<file path="src/rtl/ps2_pkg.sv">
// rtl/ps2_pkg.sv - shared PS/2 state encoding, frame constants and status bit positions
package ps2_pkg;

    typedef logic [2:0] ps2_state_t;

    localparam ps2_state_t IDLE      = 3'd0;
    localparam ps2_state_t INHIBIT   = 3'd1;
    localparam ps2_state_t SETUP     = 3'd2;
    localparam ps2_state_t SEND      = 3'd3;
    localparam ps2_state_t ACK       = 3'd4;
    localparam ps2_state_t WAIT_IDLE = 3'd5;

    // start + 8 data + parity + stop
    localparam int DATA_BITS  = 8;
    localparam int FRAME_BITS = 11;

    // status register bit positions
    localparam int BUSY  = 0;
    localparam int DONE  = 1;
    localparam int ERROR = 2;

    // odd parity: the parity bit makes the total count of ones odd
    function automatic logic odd_parity(input logic [DATA_BITS-1:0] b);
        return ~^b;
    endfunction

endpackage

</file>
<file path="src/rtl/ps2_host_tx_edge_sync.sv">
// rtl/ps2_host_tx_edge_sync.sv - two-flop pad synchronizer with falling-edge pulse
module ps2_edge_sync (
    input  logic clk,
    input  logic reset,
    input  logic pad_in,
    output logic level,
    output logic fall
);

    logic meta_q, meta_d;
    logic sync_q, sync_d;
    logic prev_q, prev_d;

    // shift the pad level through the synchronizer and keep the previous synced value
    always_comb begin
        meta_d = pad_in;
        sync_d = meta_q;
        prev_d = sync_q;
    end

    // released PS/2 lines idle high, so reset to 1 to avoid a false edge out of reset
    always_ff @(posedge clk) begin
        if (reset) begin
            meta_q <= 1'b1;
            sync_q <= 1'b1;
            prev_q <= 1'b1;
        end else begin
            meta_q <= meta_d;
            sync_q <= sync_d;
            prev_q <= prev_d;
        end
    end

    assign level = sync_q;
    assign fall  = prev_q & ~sync_q;

endmodule

</file>
<file path="src/rtl/ps2_host_tx.sv">
// rtl/ps2_host_tx.sv - PS/2 host-to-device command transmitter with status port
module ps2_host_tx
    import ps2_pkg::*;
#(
    parameter int INHIBIT_CYCLES = 5000,
    parameter int SETUP_CYCLES   = 16,
    parameter int TIMEOUT_CYCLES = 750000
) (
    input  logic                 clk,
    input  logic                 reset,
    input  logic                 stb,
    input  logic                 we,
    input  logic [DATA_BITS-1:0] data_in,
    output logic [7:0]           data_out,
    input  logic                 ps2_clk_in,
    input  logic                 ps2_data_in,
    output logic                 ps2_clk_low,
    output logic                 ps2_data_low,
    output logic                 rx_inhibit
);

    localparam int CNT_MAX = (INHIBIT_CYCLES > SETUP_CYCLES) ? INHIBIT_CYCLES : SETUP_CYCLES;
    localparam int CNT_W   = $clog2(CNT_MAX + 1);
    localparam int TO_W    = $clog2(TIMEOUT_CYCLES);

    localparam logic [CNT_W-1:0] INH_LAST   = CNT_W'(INHIBIT_CYCLES - 1);
    localparam logic [CNT_W-1:0] SETUP_LAST = CNT_W'(SETUP_CYCLES - 1);
    localparam logic [TO_W-1:0]  TO_LAST    = TO_W'(TIMEOUT_CYCLES - 1);
    // index reached once data and parity have all been driven; next fall is the stop bit
    localparam logic [3:0]       STOP_IDX   = 4'(FRAME_BITS - 2);

    ps2_state_t           state_q, state_d;
    logic [CNT_W-1:0]     cnt_q, cnt_d;
    logic [TO_W-1:0]      to_cnt_q, to_cnt_d;
    logic [DATA_BITS:0]   frame_q, frame_d;
    logic [3:0]           bit_idx_q, bit_idx_d;
    logic                 drv_q, drv_d;
    logic                 busy_q, busy_d;
    logic                 done_q, done_d;
    logic                 error_q, error_d;

    logic                 clk_sync, clk_fall;
    logic                 data_sync, unused_data_fall;

    ps2_edge_sync u_clk_sync (
        .clk    (clk),
        .reset  (reset),
        .pad_in (ps2_clk_in),
        .level  (clk_sync),
        .fall   (clk_fall)
    );

    ps2_edge_sync u_data_sync (
        .clk    (clk),
        .reset  (reset),
        .pad_in (ps2_data_in),
        .level  (data_sync),
        .fall   (unused_data_fall)
    );

    // state and datapath registers
    always_ff @(posedge clk) begin
        if (reset) begin
            state_q   <= IDLE;
            cnt_q     <= '0;
            to_cnt_q  <= '0;
            frame_q   <= '0;
            bit_idx_q <= '0;
            drv_q     <= 1'b0;
            busy_q    <= 1'b0;
            done_q    <= 1'b0;
            error_q   <= 1'b0;
        end else begin
            state_q   <= state_d;
            cnt_q     <= cnt_d;
            to_cnt_q  <= to_cnt_d;
            frame_q   <= frame_d;
            bit_idx_q <= bit_idx_d;
            drv_q     <= drv_d;
            busy_q    <= busy_d;
            done_q    <= done_d;
            error_q   <= error_d;
        end
    end

    // next-state: request phases, bit shifting on device clock falls, ack and timeout
    always_comb begin
        state_d   = state_q;
        cnt_d     = cnt_q;
        to_cnt_d  = to_cnt_q;
        frame_d   = frame_q;
        bit_idx_d = bit_idx_q;
        drv_d     = drv_q;
        busy_d    = busy_q;
        done_d    = done_q;
        error_d   = error_q;

        case (state_q)
            IDLE: begin
                if (stb && we) begin
                    frame_d = {odd_parity(data_in), data_in};
                    busy_d  = 1'b1;
                    done_d  = 1'b0;
                    error_d = 1'b0;
                    cnt_d   = '0;
                    state_d = INHIBIT;
                end
            end
            INHIBIT: begin
                if (cnt_q == INH_LAST) begin
                    cnt_d   = '0;
                    state_d = SETUP;
                end else begin
                    cnt_d = cnt_q + 1'b1;
                end
            end
            SETUP: begin
                if (cnt_q == SETUP_LAST) begin
                    cnt_d     = '0;
                    to_cnt_d  = '0;
                    bit_idx_d = '0;
                    drv_d     = 1'b1;
                    state_d   = SEND;
                end else begin
                    cnt_d = cnt_q + 1'b1;
                end
            end
            SEND: begin
                if (clk_fall) begin
                    if (bit_idx_q == STOP_IDX) begin
                        drv_d   = 1'b0;
                        state_d = ACK;
                    end else begin
                        drv_d     = ~frame_q[bit_idx_q];
                        bit_idx_d = bit_idx_q + 1'b1;
                    end
                end
            end
            ACK: begin
                if (clk_fall) begin
                    if (data_sync) begin
                        error_d = 1'b1;
                    end
                    state_d = WAIT_IDLE;
                end
            end
            WAIT_IDLE: begin
                if (clk_sync && data_sync) begin
                    busy_d  = 1'b0;
                    done_d  = 1'b1;
                    state_d = IDLE;
                end
            end
            default: begin
                state_d = IDLE;
            end
        endcase

        // device must finish within the window that opens when the clock is released
        if (state_q == SEND || state_q == ACK || state_q == WAIT_IDLE) begin
            to_cnt_d = to_cnt_q + 1'b1;
            if (to_cnt_q == TO_LAST) begin
                drv_d   = 1'b0;
                busy_d  = 1'b0;
                done_d  = 1'b1;
                error_d = 1'b1;
                state_d = IDLE;
            end
        end
    end

    // pad drive outputs decoded from the current state
    always_comb begin
        ps2_clk_low  = 1'b0;
        ps2_data_low = 1'b0;
        case (state_q)
            INHIBIT: begin
                ps2_clk_low = 1'b1;
            end
            SETUP: begin
                ps2_clk_low  = 1'b1;
                ps2_data_low = 1'b1;
            end
            SEND: begin
                ps2_data_low = drv_q;
            end
            default: begin
                ps2_clk_low  = 1'b0;
                ps2_data_low = 1'b0;
            end
        endcase
    end

    // status word read by the CPU
    always_comb begin
        data_out        = '0;
        data_out[BUSY]  = busy_q;
        data_out[DONE]  = done_q;
        data_out[ERROR] = error_q;
    end

    assign rx_inhibit = (state_q != IDLE);

endmodule

</file>
<file path="config.mk">
export PLATFORM = sky130hd
export DESIGN_NAME = ps2_host_tx
export DESIGN_NICKNAME = d
export VERILOG_FILES = /design/src/rtl/ps2_pkg.sv /design/src/rtl/ps2_host_tx_edge_sync.sv /design/src/rtl/ps2_host_tx.sv
export SDC_FILE = /design/constraint.sdc
export NUM_CORES = 1
export LEC_CHECK = 0
export CAP_MARGIN = 20
export CELL_PAD_IN_SITES_DETAIL_PLACEMENT = 1
export CELL_PAD_IN_SITES_GLOBAL_PLACEMENT = 1
export CORE_ASPECT_RATIO = 0.5
export CORE_MARGIN = 5
export CORE_UTILIZATION = 44
export CTS_CLUSTER_SIZE = 8
export DETAILED_ROUTE_END_ITERATION = 7
export PLACE_DENSITY = 0.85
export SYNTH_ARGS = -nofsm -noshare
export SYNTH_HDL_FRONTEND = slang
export SYNTH_SLANG_ARGS = --single-unit
</file>
<file path="constraint.sdc">
create_clock -name clk -period 2.7 [get_ports clk]
set_input_delay 0.27 -clock clk [delete_from_list [all_inputs] [get_ports clk]]
set_output_delay 0.27 -clock clk [all_outputs]
set_load 0.05 [all_outputs]
</file>
# Yosys cells after proc, flatten, opt, wreduce, memory -nomap -nowiden
# Index checks and enable logic that the tools add are counted.
[totals] reg_bits=58 input_bits=14 elab_cells=97
[classes] add_sub_neg=3 n_lt_le_gt_ge=1 n_eq_ne=13 n_mux=47 bitwise_logic=3 n_reduce_logical=16
[op_table] cell="2-to-1 mux 20 bit" n=3
[op_table] cell="2-to-1 mux 13 bit" n=3
[op_table] cell="one-hot mux 13 bit (3 select lines)" n=1
[op_table] cell="2-to-1 mux 3 bit" n=9
[op_table] cell="adder 20 x 1 -> 20 bit, second input constant" n=1
[op_table] cell="== test 20 bit, second input constant" n=1
[op_table] cell="2-to-1 mux 1 bit" n=20
[op_table] cell="one-hot mux 3 bit (6 select lines)" n=1
[op_table] cell="adder 13 x 1 -> 13 bit, second input constant" n=1
[op_table] cell="== test 13 bit, second input constant" n=1
[op_table] cell="== test 13 x 4 -> 1 bit, second input constant" n=1
[op_table] cell="2-to-1 mux 4 bit" n=3
[op_table] cell="one-hot mux 1 bit (2 select lines)" n=5
[op_table] cell="inequality test 2 bit, second input constant" n=4
[op_table] cell="one-hot mux 4 bit (2 select lines)" n=1
[op_table] cell="XNOR reduction 8 bit" n=1
[op_table] cell="== test 3 x 2 -> 1 bit, second input constant" n=2
[op_table] cell="== test 3 bit, second input constant" n=2
[op_table] cell="AND reduction 2 bit" n=3
[op_table] cell="nonzero test 2 bit" n=3
[op_table] cell="nonzero test 3 bit" n=2
[op_table] cell="< comparator 4 x 5 -> 1 bit, second input constant" n=1
[op_table] cell="adder 4 x 1 -> 4 bit, second input constant" n=1
[op_table] cell="binary-select mux 1 bit (select 4 bit)" n=1
[op_table] cell="9 further kinds" n=12

# Longest topological paths before layout
# Gate-level depths: netlist of the first run.
[logic_depth] depth_word=8 depth_mapped=8

# Modules after synthesis
# Synthesis of the first run repeated with hierarchy kept, for this count alone.
[unflattened] cells_unflattened=368 area_unflattened_um2=3061.7
[modules_own_cells] mod="ps2_host_tx" instances=1 cells_each=354 area_each_um2=2891.5 seq_area_each_um2=1061.0
[modules_own_cells] mod="ps2_edge_sync" instances=2 cells_each=7 area_each_um2=85.1 seq_area_each_um2=60.1

# Worst setup path after synthesis of the first run
# OpenSTA, ideal clock, no wires.
[synth_timing] kind="reg2reg" from="register cnt_q[4]" to="register to_cnt_q[5]" setup_ps=128 arrival_time_ps=1792 t_required_ps=2572 path_slack_ps=781 stages_incl_launch_ff=6 synth_period_minus_slack_ps=1919 path_cell_list="dfxtp_1 or4_4 or4_4 o211ai_1 o21a_1 nor2_1"
[synth_between] elab_chain_len=3
[synth_lines] element="start, declared" line_no="ps2_host_tx.sv:33" source="logic [CNT_W-1:0] cnt_q, cnt_d;"
[synth_lines] element="start signal, assigned" line_no="ps2_host_tx.sv:75" source="cnt_q <= cnt_d;"
[synth_lines] element="== test 13 x 4 -> 1 bit" line_no="ps2_host_tx.sv:118" source="if (cnt_q == SETUP_LAST) begin"
[synth_lines] element="nonzero test 2 bit (no line)"
[synth_lines] element="AND reduction 2 bit (no line)"
[synth_lines] element="end signal, assigned" line_no="ps2_host_tx.sv:76" source="to_cnt_q <= to_cnt_d;"
[synth_lines] element="end, declared" line_no="ps2_host_tx.sv:34" source="logic [TO_W-1:0] to_cnt_q, to_cnt_d;"
# Every way passes these cells.
# A chain may end at the register's enable or synchronous reset.

# Final worst setup path of the first run
[layout_timing] from="register state_q[2]" to="output port ps2_data_low"
[layout_between] elab_chain_len=2 word_cells_on_any_way=3 classes_between="eq/ne (2); mux (1)"
[layout_lines] element="start, declared" line_no="ps2_host_tx.sv:32" source="ps2_state_t state_q, state_d;"
[layout_lines] element="start signal, assigned" line_no="ps2_host_tx.sv:74" source="state_q <= state_d;"
[layout_lines] element="== test 3 x 2 -> 1 bit" line_no="ps2_host_tx.sv:176" source="case (state_q)"
[layout_lines] element="one-hot mux 1 bit (2 select lines) (*)" line_no="ps2_host_tx.sv:176"
[layout_lines] element="end, declared" line_no="ps2_host_tx.sv:18" source="output logic ps2_data_low,"
# Mark *: on every way between the ends. The rest lies on a longest branch, timed or not.

==> results.sh, run 1 <==
export IMPL_status="finished, final reports clean"
export IMPL_min_to="u_clk_sync.level$_SDFF_PP1_"
export IMPL_whs_path_depth=1
export IMPL_p_clk_frac=0.567
export IMPL_reg2reg_slack_ns=0.23
export IMPL_holdCritStartpoint="u_clk_sync.meta_q$_SDFF_PP1_"
export IMPL_n_fill_cell=784
export IMPL_cts_setup_buffers=0
export IMPL_syn_cell_area_um2=3000
export IMPL_maxCapViolations=0
export IMPL_die_x_um=127
export IMPL_hpwl_um=5710
export IMPL_combPwrFrac=0.064
export IMPL_num_rows=21
export IMPL_root_buffer="clkbuf_16"
export IMPL_grt_use_total=0.204
export IMPL_syn_to_final_growth_pct=19.7
export IMPL_insertion_delay_ns=0.34
export IMPL_clkTransAtPathRegs_ns=0.05
export IMPL_final_util=0.541
export IMPL_die_height_um=68.4
export IMPL_antenna_found_initial=0
export IMPL_drc=0
export IMPL_seqPwrFrac=0.370
export IMPL_wire_per_inst_um=17.6
export IMPL_cts_hold_buffers=0
export IMPL_finalHoldViolCount=0
export IMPL_drt_total_wl_um=8290
export IMPL_finalCritPeriodShare=0.962
export IMPL_rsz0062_at_grt="false"
export IMPL_swShare=0.215
export IMPL_crit_type="reg2out"
export IMPL_multi_input_area_um2=1700
export IMPL_critical_path_arrival_ns=2.33
export IMPL_layout_commonest_cell="dfxtp_1"
export IMPL_regToRegStartpoint="state_q[2]$_SDFF_PP0_"
export IMPL_p_total_mw=2.39
export IMPL_ir_worst_vdd_v=0.000380
export IMPL_powerDensity_nw_per_um2=664
export IMPL_firstDrtPassIters=4
export IMPL_ys_seq_elements=58
export IMPL_ys_types=56
export IMPL_hold_class="reg2reg"
export IMPL_cts_tree="done"
export IMPL_ios=25
export IMPL_finClkSkew_ns=0.00470
export IMPL_vias=2739
export IMPL_place_inst=456
export IMPL_port_buffers=19
export IMPL_cts_buffers=9
export IMPL_yosys_warnings=0
export IMPL_n_antenna_cell=0
export IMPL_timing_slew_headroom=0.374
export IMPL_regArea_um2=1160
export IMPL_final_nets=393
export IMPL_core_um2=6650
export IMPL_grt_pass1_wl_um=13800
export IMPL_fmax_mhz=385
export IMPL_drtIter0Drc=134
export IMPL_whs_ns=0.415
export IMPL_ys_seq_area_frac=0.387
export IMPL_grt_pass1_vias=2855
export IMPL_viasPerCell=5.80
export IMPL_cp_required_ns=2.43
export IMPL_start_util=0.452
export IMPL_setup_viol=0
export IMPL_avgSynthCellArea_um2=8.41
export IMPL_tns_ns=0
export IMPL_cts_sinks=58
export IMPL_ys_flop_type="dfxtp_1"
export IMPL_reg2reg_to="cnt_q[12]$_SDFFE_PP0P_"
export IMPL_worstMarginPinSlew_ns=0.939
export IMPL_p_leak_nw=1.19
export IMPL_cts_resized=0
export IMPL_synth_edf_count=0
export IMPL_synthCells=357
export IMPL_finalNonFillerCells=472
export IMPL_final_cell_mix="dfxtp_1 (58), nand2_1 (35), a21oi_1 (34)"
export IMPL_p_int_mw=1.87
export IMPL_htree_levels=3
export IMPL_place_gp_congestion=0.835
export IMPL_cp_end_kind="output port"
export IMPL_clockBufferDepth=2
export IMPL_ant_nets=0
export IMPL_grt_ovfl_total=0
export IMPL_cp_max_fo=17
export IMPL_layout_drive_gt1_share=0.108
export IMPL_drv_slew=0
export IMPL_ys_async_sr_fraction=0
export IMPL_grt_max_degree=20
export IMPL_startpoint_type="register"
export IMPL_p_sw_mw=0.513
export IMPL_r2r_cells=5
export IMPL_min_period_ns=2.60
export IMPL_dieArea_um2=8680
per-layer routing:
layer  part of all wire  GRT usage
met1               0.46      0.229
met2               0.48      0.377
met3              0.041     0.0639
met4              0.015     0.0709
met5                  0          0
power groups by stage:
stage | clock network (mW) | registers, mW | logic [mW]
final | 1.35 | 0.883 | 0.152
after global routing | 1.40 | 0.883 | 0.164
after CTS | 1.37 | 0.882 | 0.152
after detailed placement | 0 | 0.900 | 0.149
after global placement | 0 | 0.899 | 0.145
after floorplan | 0 | 0.894 | 0.114
through the flow:
stage | area (um^2) | worst slack (ns)
finish | 3600 | 0.102
CTS | 3600 | 0.122
global route | 3600 | 0.00572
detailed placement | 3240 | 0.318
global placement | 3240 | 0.490
floorplan | 3020 | 0.781
state kept, by name, summed over array words and instances (netlist names):
name	flops
bit_idx_q	4
busy_q	1
cnt_q	13
done_q	1
drv_q	1
error_q	1
frame_q	9
state_q	3
to_cnt_q	20
u_clk_sync.level	1
u_clk_sync.meta_q	1
u_clk_sync.prev_q	1
u_data_sync.level	1
u_data_sync.meta_q	1
worst max-delay path by stage:
stage,from,end,slack (ns),depth (start not counted)
2_1_floorplan,cnt_q[4]$_SDFFE_PP0P_,to_cnt_q[5]$_SDFFE_PP0P_,0.78,5
3_3_place_gp,cnt_q[4]$_SDFFE_PP0P_,cnt_q[10]$_SDFFE_PP0P_,0.49,5
3_5_place_dp,state_q[2]$_SDFF_PP0_,cnt_q[12]$_SDFFE_PP0P_,0.32,5
4_1_cts,state_q[2]$_SDFF_PP0_,ps2_data_low,0.12,3
5_1_grt,state_q[2]$_SDFF_PP0_,ps2_data_low,0.006,3
6_report,state_q[2]$_SDFF_PP0_,ps2_data_low,0.10,3
Yosys cell counts, types with 4 or more instances:
cell      instances  area (um^2)
nand3_1          23          115
or2_2             7         43.8
mux2i_1           4         40.0
o311ai_0          4         35.0
nor3_1           10         50.1
o21ai_0           5         25.0
o211ai_1          9         67.6
a21oi_1          34          170
a211oi_1          4         30.0
xnor2_1          10         87.6
nor2_1           27          101
inv_1             6         22.5
xor2_1            8         70.1
or4_1             4         30.0
and3_1            5         31.3
or3_1            10         62.6
dfxtp_1          58         1160
nand2_1          35          131
ha_1              4         50.1
nand4_1          11         68.8
buf_4            10         75.1
nor4_1            5         31.3
nand2b_1          6         37.5
clkbuf_1         10         37.5
critical path, stage by stage (launching register included):
cell and delay [ns]:
dfxtp_1 0.47, nor2b_1 0.49, o21a_1 0.22, clkdlybuf4s50_1 0.80
cell families after synthesis:
family | Yosys count | share of synthesized area
AOI/OAI and AO/OA | 75 | 0.162
xor gates and xnor gates | 18 | 0.0525
adders and majority gates | 4 | 0.0167
buffers and inverters | 30 | 0.0533
DFF | 58 | 0.387
muxes | 7 | 0.0321
other | 1 | 0.00125
and+or+nand+nor | 164 | 0.296
area by class of cell:
| type | instances | area share |
|---|---|---|
| Sequential cell | 58 | 0.323 |
| Timing Repair Buffer | 26 | 0.0675 |
| Clock buffer | 11 | 0.0703 |
| Multi-Input combinational cell | 273 | 0.472 |
| Tap cell | 92 | 0.0320 |
| Inverter | 7 | 0.00731 |
| Clock inverter | 5 | 0.0278 |
(Power assumes the default switching activity.)
==> inputs of run 2 (changes only) <==
--- a/config.mk
+++ b/config.mk
@@ -14,6 +14,7 @@
 export CTS_CLUSTER_SIZE = 8
 export DETAILED_ROUTE_END_ITERATION = 7
 export PLACE_DENSITY = 0.85
+export SETUP_SLACK_MARGIN = 0.5
 export SYNTH_ARGS = -nofsm -noshare
 export SYNTH_HDL_FRONTEND = slang
 export SYNTH_SLANG_ARGS = --single-unit
==> run 2 against run 1 <==
Largest cell class unchanged; combinational power is essentially flat; sequential share of layout area shrank 0.33 points; die area is the same; non-clock buffer count is the same; hold slack gained 0.00093 ns; power is essentially flat; via count grew 1.1%; global-route usage grew 0.10 points.
==> results.sh, run 2 (same netlist as run 1, synthesis figures left out) <==
export IMPL_finClkSkew_ns=0.00475
export IMPL_whs_ns=0.416
export IMPL_drtIter0Drc=150
export IMPL_wire_per_inst_um=18.3
export IMPL_layout_drive_gt1_share=0.126
export IMPL_cts_sinks=58
export IMPL_grt_use_total=0.205
export IMPL_ios=25
export IMPL_cts_setup_buffers=0
export IMPL_drc=0
export IMPL_ir_worst_vdd_v=0.000380
export IMPL_cts_resized=8
export IMPL_crit_type="reg2reg"
export IMPL_syn_to_final_growth_pct=21.4
export IMPL_num_rows=21
export IMPL_p_total_mw=2.39
export IMPL_final_cell_mix="dfxtp_1 (56), nand2_1 (35), a21oi_1 (34)"
export IMPL_cp_required_ns=2.90
export IMPL_timing_slew_headroom=0.498
export IMPL_start_util=0.452
export IMPL_cts_buffers=9
export IMPL_grt_ovfl_total=0
export IMPL_p_leak_nw=1.21
export IMPL_swShare=0.215
export IMPL_tns_ns=0
export IMPL_core_um2=6650
export IMPL_rsz0062_at_grt="true"
export IMPL_viasPerCell=5.87
export IMPL_clockBufferDepth=2
export IMPL_seqPwrFrac=0.369
export IMPL_max_stage_delay_ns=0.61
export IMPL_clkTransAtPathRegs_ns=0.05
export IMPL_hpwl_um=5710
export IMPL_reg_top3="to_cnt_q: 20 flops, cnt_q: 13 flops, frame_q: 9 flops"
export IMPL_p_int_mw=1.87
export IMPL_fmax_mhz=464
export IMPL_finalHoldViolCount=0
export IMPL_drv_slew=0
export IMPL_p_clk_frac=0.566
export IMPL_insertion_delay_ns=0.33
export IMPL_port_buffers=19
export IMPL_firstDrtPassIters=4
export IMPL_powerDensity_nw_per_um2=654
export IMPL_die_height_um=68.4
export IMPL_dieArea_um2=8680
export IMPL_worstMarginPinSlew_ns=0.749
export IMPL_critical_path_arrival_ns=2.36
export IMPL_p_sw_mw=0.514
export IMPL_crit_slowest_cell="or4_4"
export IMPL_combPwrFrac=0.065
export IMPL_cp_max_fo=7
export IMPL_layout_commonest_cell="dfxtp_1"
export IMPL_grt_max_degree=20
export IMPL_ant_nets=0
export IMPL_final_nets=393
export IMPL_root_buffer="clkbuf_16"
export IMPL_startpoint_type="register"
export IMPL_cts_tree="done"
export IMPL_vias=2769
export IMPL_grt_pass1_wl_um=13900
export IMPL_n_antenna_cell=0
export IMPL_n_fill_cell=789
export IMPL_hold_class="reg2reg"
export IMPL_setup_viol=0
export IMPL_min_period_ns=2.15
export IMPL_crit_path_cell_trace="or4_4 -> nor4_4 -> nor2_1 -> nor4_1 -> a211oi_2"
export IMPL_place_gp_congestion=0.835
export IMPL_finalCritPeriodShare=0.798
export IMPL_status="finished, final reports clean"
export IMPL_cts_hold_buffers=0
export IMPL_cp_end_kind="register"
export IMPL_antenna_found_initial=0
export IMPL_die_x_um=127
export IMPL_htree_levels=3
export IMPL_drt_total_wl_um=8650
export IMPL_largest_reg_flops=20
export IMPL_grt_pass1_vias=2856
export IMPL_top_register="to_cnt_q"
export IMPL_maxCapViolations=0
==> run 2: cell types whose count changed in the layout (fill, tap and decap cells not counted), moves of 2 or more <==
cell,previous run,this run
nor4_1,5,3
dlygate4sd2_1,0,3
clkdlybuf4s50_1,19,16
dfxtp_1,58,56
==> run 2: path summary, 6_finish.rpt <==
check / depth (start not counted) / startpoint / slack, ns / to
worst max-delay path: 5 / cnt_q[4]$_SDFFE_PP0P_ / 0.55 / state_q[0]$_SDFF_PP0_
worst min-delay path: 1 / u_clk_sync.meta_q$_SDFF_PP1_ / 0.42 / u_clk_sync.level$_SDFF_PP1_
worst max register to register: 5 / cnt_q[4]$_SDFFE_PP0P_ / 0.55 / state_q[0]$_SDFF_PP0_
worst min register to register: 1 / u_clk_sync.meta_q$_SDFF_PP1_ / 0.42 / u_clk_sync.level$_SDFF_PP1_
==> run 2: per-layer routing <==
layer / global-route usage / wire (um) / up-vias
met4: 0.0668 / 116 / 0
li1: - / - / 1333
met5: 0 / 0 / -
met2: 0.382 / 4300 / 53
met1: 0.230 / 3890 / 1370
met3: 0.0631 / 338 / 13
==> run 2: stage by stage <==
step,area [um^2],worst slack (ns),util,cells
2_1_floorplan,3020,0.781,-,361
3_3_place_gp,3240,0.490,0.488,456
3_5_place_dp,3240,0.318,0.488,456
4_1_cts,3610,0.511,0.544,472
5_1_grt,3650,0.440,0.549,472
6_report,3650,0.546,0.549,472
==> run 2: power groups by stage <==
stage	registers [mW]	logic (mW)	clock network, mW
after detailed placement	0.900	0.149	0
after floorplan	0.894	0.114	0
after global placement	0.899	0.145	0
after CTS	0.882	0.151	1.37
after global routing	0.883	0.167	1.41
final	0.882	0.154	1.35
==> run 2: cell type report <==
cell class	instances	area [um^2]	area share
clock buffer	11	253	0.0693
clock inverter	5	100	0.0274
inverter	7	26.3	0.00720
multi-input combinational	273	1750	0.479
sequential	58	1170	0.320
tap	92	115	0.0315
timing repair buffer	26	239	0.0655
==> run 2: critical path, delay by kind of cell (launching register included) <==
family           cells  cell delay [ns]
AO/OA/AOI/OAI        1             0.05
flip-flops           1             0.38
AND/OR/NAND/NOR      4             1.59
